===== src/rtl/tx_sequencer.sv =====
// tx_sequencer: transmit-side connection controller for the lasernet link.
//
// Walks makepacket through SYN -> NPKT data packets -> FIN. For each packet it
// loads seq/ack/flags, pulses mk_readyin for one cycle, waits for makepacket to
// report the packet built (mk_readyout), then waits for the matching ACK from
// the peer. Unacknowledged packets are retransmitted after TIMEOUT cycles, up
// to MAX_RETRY times, before the connection is declared failed.
//
// Ports
//   clk          system clock
//   reset        synchronous active-low reset (0 = reset)
//   start        1-cycle pulse: open a connection and send one message
//   ISN          initial sequence number, sampled when start is accepted
//   rx_valid     1-cycle strobe: decoded received header is valid
//   rx_seq       received sequence number
//   rx_ack       received acknowledgement number
//   rx_flags     received flags (bit0 FIN, 1 SYN, 2 RST, 3 PSH, 4 ACK)
//   mk_readyin   1-cycle trigger to makepacket
//   mk_seq       seq field to makepacket
//   mk_ack       ack field to makepacket
//   mk_flags     flags to makepacket
//   mk_window    advertised window (constant WINDOW)
//   mk_readyout  makepacket packet-ready strobe
//   busy         connection in progress
//   done         message fully acknowledged
//   fail         connection aborted (RST, retries exhausted or builder stall)
//   retry_count  retransmissions of the current packet
module tx_sequencer #(
    parameter int          NPKT      = 5,
    parameter int          TIMEOUT   = 1_000_000,
    parameter int          MAX_RETRY = 3,
    parameter logic [15:0] WINDOW    = 16'd1
) (
    input  logic        clk,
    input  logic        reset,
    input  logic        start,
    input  logic [31:0] ISN,
    input  logic        rx_valid,
    input  logic [31:0] rx_seq,
    input  logic [31:0] rx_ack,
    input  logic [8:0]  rx_flags,
    output logic        mk_readyin,
    output logic [31:0] mk_seq,
    output logic [31:0] mk_ack,
    output logic [8:0]  mk_flags,
    output logic [15:0] mk_window,
    input  logic        mk_readyout,
    output logic        busy,
    output logic        done,
    output logic        fail,
    output logic [1:0]  retry_count
);

    localparam int IW = (NPKT > 1) ? $clog2(NPKT) : 1;

    localparam logic [8:0] FL_FIN = 9'h001;
    localparam logic [8:0] FL_SYN = 9'h002;
    localparam logic [8:0] FL_PSH = 9'h008;
    localparam logic [8:0] FL_ACK = 9'h010;

    // makepacket should answer in 2 cycles; 16 cycles of silence means it is stuck.
    localparam logic [31:0] BLD_LAST = 32'd15;
    localparam logic [31:0] ACK_LAST = 32'(TIMEOUT - 1);

    typedef enum logic [2:0] {
        S_IDLE, S_SEND, S_WAIT_BLD, S_WAIT_ACK, S_DONE, S_FAIL
    } state_t;

    typedef enum logic [1:0] {
        PH_SYN, PH_DATA, PH_FIN
    } phase_t;

    state_t        state_reg, state_next;
    phase_t        phase_reg, phase_next;
    logic [IW-1:0] idx_reg, idx_next;
    logic [1:0]    retry_reg, retry_next;
    logic [31:0]   timer_reg, timer_next;
    logic [31:0]   isn_reg, isn_next;
    logic [31:0]   peer_reg, peer_next;
    logic [31:0]   seq_reg, seq_next;
    logic [31:0]   ack_reg, ack_next;
    logic [8:0]    flags_reg, flags_next;

    logic busy_int;
    logic rx_rst;
    logic ack_match;

    // Only the ACK, SYN and RST flags steer this controller.
    logic unused_rx_flags;
    assign unused_rx_flags = &{1'b0, rx_flags[8:5], rx_flags[3], rx_flags[0]};

    assign busy_int = (state_reg == S_SEND) || (state_reg == S_WAIT_BLD) ||
                      (state_reg == S_WAIT_ACK);
    assign rx_rst   = rx_valid && rx_flags[2];

    // A valid ACK acknowledges exactly the packet in flight (mod 2^32); during
    // the handshake it must also carry SYN.
    assign ack_match = rx_valid && rx_flags[4] &&
                       (rx_ack == seq_reg + 32'd1) &&
                       ((phase_reg != PH_SYN) || rx_flags[1]);

    always_comb begin
        state_next = state_reg;
        phase_next = phase_reg;
        idx_next   = idx_reg;
        retry_next = retry_reg;
        timer_next = timer_reg;
        isn_next   = isn_reg;
        peer_next  = peer_reg;
        seq_next   = seq_reg;
        ack_next   = ack_reg;
        flags_next = flags_reg;

        case (state_reg)
            S_IDLE, S_DONE, S_FAIL: begin
                if (start) begin
                    isn_next   = ISN;
                    phase_next = PH_SYN;
                    idx_next   = '0;
                    retry_next = 2'd0;
                    state_next = S_SEND;
                end
            end
            S_SEND: begin
                state_next = S_WAIT_BLD;
                timer_next = 32'd0;
            end
            S_WAIT_BLD: begin
                if (mk_readyout) begin
                    state_next = S_WAIT_ACK;
                    timer_next = 32'd0;
                end else if (timer_reg == BLD_LAST) begin
                    state_next = S_FAIL;
                end else begin
                    timer_next = timer_reg + 32'd1;
                end
            end
            S_WAIT_ACK: begin
                timer_next = timer_reg + 32'd1;
                // A match in the timeout cycle still counts as a match.
                if (ack_match) begin
                    retry_next = 2'd0;
                    case (phase_reg)
                        PH_SYN: begin
                            peer_next  = rx_seq;
                            phase_next = PH_DATA;
                            idx_next   = '0;
                            state_next = S_SEND;
                        end
                        PH_DATA: begin
                            if (idx_reg == IW'(NPKT - 1)) begin
                                phase_next = PH_FIN;
                            end else begin
                                idx_next = idx_reg + 1'b1;
                            end
                            state_next = S_SEND;
                        end
                        default: state_next = S_DONE;
                    endcase
                end else if (timer_reg == ACK_LAST) begin
                    if (retry_reg == 2'(MAX_RETRY)) begin
                        state_next = S_FAIL;
                    end else begin
                        retry_next = retry_reg + 2'd1;
                        state_next = S_SEND;
                    end
                end
            end
            default: state_next = S_IDLE;
        endcase

        // A peer reset aborts any active connection, ahead of everything else.
        if (busy_int && rx_rst) begin
            state_next = S_FAIL;
        end

        // Packet fields are loaded on entry to SEND from the next-state phase
        // info, so a retransmission reproduces the same fields.
        if (state_next == S_SEND && state_reg != S_SEND) begin
            case (phase_next)
                PH_SYN: begin
                    seq_next   = isn_next;
                    ack_next   = 32'd0;
                    flags_next = FL_SYN;
                end
                PH_DATA: begin
                    seq_next   = isn_next + 32'd1 + 32'(idx_next);
                    ack_next   = peer_next + 32'd1;
                    flags_next = FL_ACK | FL_PSH;
                end
                default: begin
                    seq_next   = isn_next + 32'(NPKT + 1);
                    ack_next   = peer_next + 32'd1;
                    flags_next = FL_FIN | FL_ACK;
                end
            endcase
        end
    end

    always_ff @(posedge clk) begin
        if (!reset) begin
            state_reg <= S_IDLE;
            phase_reg <= PH_SYN;
            idx_reg   <= '0;
            retry_reg <= 2'd0;
            timer_reg <= 32'd0;
            isn_reg   <= 32'd0;
            peer_reg  <= 32'd0;
            seq_reg   <= 32'd0;
            ack_reg   <= 32'd0;
            flags_reg <= 9'd0;
        end else begin
            state_reg <= state_next;
            phase_reg <= phase_next;
            idx_reg   <= idx_next;
            retry_reg <= retry_next;
            timer_reg <= timer_next;
            isn_reg   <= isn_next;
            peer_reg  <= peer_next;
            seq_reg   <= seq_next;
            ack_reg   <= ack_next;
            flags_reg <= flags_next;
        end
    end

    assign mk_readyin  = (state_reg == S_SEND);
    assign mk_seq      = seq_reg;
    assign mk_ack      = ack_reg;
    assign mk_flags    = flags_reg;
    assign mk_window   = WINDOW;
    assign busy        = busy_int;
    assign done        = (state_reg == S_DONE);
    assign fail        = (state_reg == S_FAIL);
    assign retry_count = retry_reg;

endmodule


===== config.mk =====
export PLATFORM = sky130hd
export DESIGN_NAME = tx_sequencer
export DESIGN_NICKNAME = d
export VERILOG_FILES = /design/src/rtl/tx_sequencer.sv
export SDC_FILE = /design/constraint.sdc
export NUM_CORES = 1
export LEC_CHECK = 0
export CAP_MARGIN = 20
export CORE_MARGIN = 2
export CORE_UTILIZATION = 38
export DETAILED_ROUTE_END_ITERATION = 16
export PLACE_DENSITY = 0.66
export SLEW_MARGIN = 20
export SYNTH_ARGS = -nofsm -noshare
export SYNTH_HDL_FRONTEND = slang
export SYNTH_SLANG_ARGS = --single-unit

===== constraint.sdc =====
create_clock -name clk -period 9.4 [get_ports clk]
set_input_delay 2.82 -clock clk [delete_from_list [all_inputs] [get_ports clk]]
set_output_delay 2.82 -clock clk [all_outputs]
set_load 0.01 [all_outputs]

==> impl_table.tex <==
\begin{tabular}{lr}
\hline
Metric & Value \\
\hline
\multicolumn{2}{l}{\textbf{Pwr}} \\
Switching Fraction & 33.0\% \\
Sequential group share of total power & 42.5\% \\
Total net switching power & 0.000644 W \\
Largest vdd supply drop & 0.102 mV \\
Combinational fraction of design power & 21.8\% \\
Leakage power summed over all cells & 4.71 nW \\
Clock share of power & 35.6\% \\
Power density normalized to cell area & 148 mW/mm\^{}2 \\
Total internal power & 0.00131 W \\
\multicolumn{2}{l}{\textbf{Die}} \\
Vertical die dimension & 171 um \\
Die span in x & 171 um \\
Floorplan Core Area & 0.0276 mm\^{}2 \\
Area of the die & 0.0293 mm\^{}2 \\
Number of rows created at floorplan & 61 \\
Num ports & 205 \\
Initial Util & 38.4\% \\
\multicolumn{2}{l}{\textbf{STA}} \\
Worst-case setup margin in the final layout & 952 ps \\
Tcrit/Tclk final & 89.9\% \\
Maximum clock skew at final layout & 19.7 ps \\
TNS Setup & 0 ps \\
Final setup viols & 0 \\
Final hold violation count & 0 \\
Hold slack & 450 ps \\
RSZ-0062 raised after global routing & no \\
Total count of max-transition violations in the final report & 0 \\
Final critical path time including I/O delays and setup & 8450 ps \\
Normalized max-slew margin & 33.1\% \\
Slew at the pin closest to its max-slew limit & 1000 ps \\
Top achievable clock speed & 118 MHz \\
\multicolumn{2}{l}{\textbf{Synthesis}} \\
Flip-flop and latch count after synthesis & 174 \\
Number of instances in the synthesized netlist & 1,351 \\
Number of different library cells in the post-synthesis netlist & 87 \\
Number of warnings issued by yosys & 0 \\
Cell area after technology mapping & 0.0106 mm\^{}2 \\
FFs w/ async S/R, synth & 0\% \\
Sequential area share after synthesis & 32.8\% \\
Top FF cell, synth & dfxtp\_1 \\
Post-synth EDFFs & 0 \\
Syn avg cell area & 7.85 um\^{}2 \\
\multicolumn{2}{l}{\textbf{Final layout}} \\
Share of layout cells above drive strength 1 & 5.06\% \\
Most frequent standard cell in the layout excluding fill and tap cells & nand2\_1 \\
Final nets & 1,612 \\
Most used cells in the layout excluding fill and tap cells & nand2\_1, clkdlybuf4s50\_1, dfxtp\_1 \\
Number of fill cells & 2,766 \\
P\&R area growth vs syn & 24.0\% \\
End-of-flow core utilization & 47.6\% \\
\multicolumn{2}{l}{\textbf{CTS}} \\
Post-cts gate resize count & 0 \\
Sinks on the clock net & 174 \\
H-tree Lvls & 4 \\
Skew-Pair Late Insertion Delay & 440 ps \\
Root Buffer Master & clkbuf\_16 \\
Clock-pin slew of the registers on the worst-case setup and hold paths & 80 ps \\
Count of hold buffers inserted by post-cts repair & 0 \\
Num CTS Buffers & 17 \\
Buffer count from post-CTS setup fixing & 0 \\
Clock tree from TritonCTS & yes \\
Number of buffers on the longest clock path & 2 \\
\multicolumn{2}{l}{\textbf{Setup path}} \\
Worst flop-to-flop path endpoint & mk\_seq[22]\$\_SDFFE\_PN0P\_ \\
Endpoint kind of the worst setup timing path & register \\
Reg-to-reg startpoint & mk\_seq[1]\$\_SDFFE\_PN0P\_ \\
Crit path DAT & 8780 ps \\
CP Buf/Inv Count & 2 \\
Largest fanout of any net on the critical path & 6 \\
Stages on worst setup path & 25 \\
Cell with the biggest individual delay on the critical path & or4\_1 \\
Class of the most critical setup path & in -> reg \\
WP data required & 9730 ps \\
Register-to-register path setup slack & 2360 ps \\
Critical Path Source Type & primary input \\
Largest delay share family, worst path & simple AND/OR/NAND/NOR gates \\
CP peak stage delay & 560 ps \\
Worst Reg2Reg Path Length in Cells & 25 \\
Critical path launch point & rx\_ack[14] \\
\multicolumn{2}{l}{\textbf{Global routing}} \\
Gr usage total & 21.7\% \\
Congestion Overflow GR & 0 \\
Via count of the first global-routing pass & 9,705 \\
Initial antenna violation count & 2 \\
First-pass GRT wire length & 50,800 um \\
Maximum number of pins on one net before global-route repair & 59 \\
\multicolumn{2}{l}{\textbf{Placement}} \\
Number of buffer cells added on primary ports & 177 \\
Setup slack at placement & 697 ps \\
Half-perimeter wire length after placement & 23,900 um \\
Weighted congestion reported at the end of routability-driven placement & 0.904 \\
\multicolumn{2}{l}{\textbf{Min path}} \\
Startpoint of the most critical hold path & mk\_ack[28]\$\_SDFFE\_PN0P\_ \\
Hold path endpoint & mk\_ack[28]\$\_SDFFE\_PN0P\_ \\
Hold Path Cell Cnt & 2 \\
Type of the tightest min-delay check & reg -> reg \\
\multicolumn{2}{l}{\textbf{Routing}} \\
Detailed-route wire length per cell & 17.0 um \\
DR vias & 10,300 \\
DRT iter0 DRCs & 706 \\
Overall routed net length & 31,900 um \\
DRC errors left & 0 \\
DR pass1 iterations & 6 \\
Number of nets with antenna violations after routing & 0 \\
Ratio of routed vias to standard cells & 5.47 \\
\multicolumn{2}{l}{\textbf{Run status}} \\
Run status & finished, final reports clean \\
\multicolumn{2}{l}{\textbf{Run}} \\
Max-cap violations & 0 \\
\hline
\end{tabular}
## cells by family (layout without fill, tap and decap cells)
| family | Yosys count | in the layout | share of synthesized area (%) |
|---|---|---|---|
| xor+xnor | 119 | 119 | 9.83 |
| other cells | 2 | 22 | 0.0708 |
| fa+ha+maj | 12 | 12 | 1.49 |
| flops | 174 | 174 | 32.8 |
| buf+inv | 115 | 248 | 5.26 |
| compound gates | 249 | 249 | 15.5 |
| simple gates | 625 | 625 | 29.8 |
| mux | 55 | 55 | 5.23 |
## worst register-to-register path, cell delays in order (launching register included)
cell and delay (ps):
dfxtp_1 550, ha_1 300, nand4_2 230, or4_1 750, or4_4 600, a211oi_1 380, nor4b_1 300, nand2_1 110
or3_1 440, nor2_1 350, mux2_2 220, o21ai_0 120, and2_1 220, ha_1 200, inv_1 60, fa_1 210
nand2_1 70, nand2_1 60, nand2_1 80, nor2_1 100, a31oi_1 50, or4_1 420, o211ai_1 180, nand3_1 210
or4_1 470, a32o_1 260
## Yosys cell counts (7+ instances only)
| master | number | area, um^2 |
|---|---|---|
| clkbuf_1 | 48 | 180 |
| nand2b_1 | 14 | 87.6 |
| nor2_1 | 145 | 544 |
| o31ai_1 | 9 | 67.6 |
| mux2i_1 | 52 | 521 |
| nand2_1 | 178 | 668 |
| o21ai_1 | 26 | 130 |
| nor3_1 | 34 | 170 |
| nor4_1 | 24 | 150 |
| nor2b_1 | 7 | 43.8 |
| and3_1 | 27 | 169 |
| a21oi_1 | 70 | 350 |
| or3_1 | 14 | 87.6 |
| or4_1 | 9 | 67.6 |
| nand3_1 | 58 | 290 |
| inv_1 | 25 | 93.8 |
| nand4_1 | 36 | 225 |
| ha_1 | 11 | 138 |
| o2111ai_1 | 8 | 70.1 |
| o21ai_0 | 36 | 180 |
| dfxtp_1 | 174 | 3480 |
| xnor2_1 | 65 | 569 |
| a211oi_1 | 10 | 75.1 |
| buf_2 | 14 | 70.1 |
| and2_1 | 21 | 131 |
| xor2_1 | 54 | 473 |
| a22o_1 | 21 | 184 |
| and4_1 | 12 | 105 |
| o211ai_1 | 7 | 52.6 |
| buf_4 | 23 | 173 |
## per-stage QoR
stage | cell area (um^2) | power (W) | std cells
after floorplan | 10700 | 0.00110 | 1370
after global placement | 12600 | 0.00127 | 1849
after detailed placement | 12600 | 0.00127 | 1849
after CTS | 13200 | 0.00196 | 1881
after global routing | 13200 | 0.00204 | 1881
final | 13200 | 0.00195 | 1882
## how the worst max path moves through the flow
stage	endpoint	slack, ps
after floorplan	mk_seq[22]$_SDFFE_PN0P_	1740
after global placement	mk_seq[22]$_SDFFE_PN0P_	740
after detailed placement	mk_seq[22]$_SDFFE_PN0P_	700
after CTS	mk_seq[22]$_SDFFE_PN0P_	1040
after global routing	mk_seq[22]$_SDFFE_PN0P_	570
final	mk_seq[22]$_SDFFE_PN0P_	950
## metal layers
| layer | up-vias | share of wire [%] | global-route usage, % |
|---|---|---|---|
| met5 | - | 0.041 | 0 |
| met4 | 2 | 1.6 | 6.12 |
| met3 | 40 | 7.2 | 4.49 |
| met2 | 336 | 45 | 35.5 |
| met1 | 4842 | 46 | 29.0 |
| li1 | 5072 | - | - |
## power groups by stage
stage	Clock (W)	Combinational (W)	Sequential (W)
final	0.000696	0.000426	0.000831
after detailed placement	0	0.000424	0.000846
after global placement	0	0.000420	0.000845
after CTS	0.000708	0.000427	0.000829
after floorplan	0	0.000271	0.000826
after global routing	0.000740	0.000466	0.000837
## cell type report
| class | count | area, um^2 | area share (%) |
|---|---|---|---|
| antenna | 1 | 2.50 | 0.0190 |
| clock buffer | 17 | 425 | 3.23 |
| clock inverter | 15 | 146 | 1.11 |
| inverter | 25 | 93.8 | 0.713 |
| multi-input combinational | 1081 | 6660 | 50.6 |
| sequential | 174 | 3480 | 26.5 |
| tap | 378 | 473 | 3.59 |
| timing repair buffer | 191 | 1880 | 14.3 |
(Power assumes the default switching activity.)
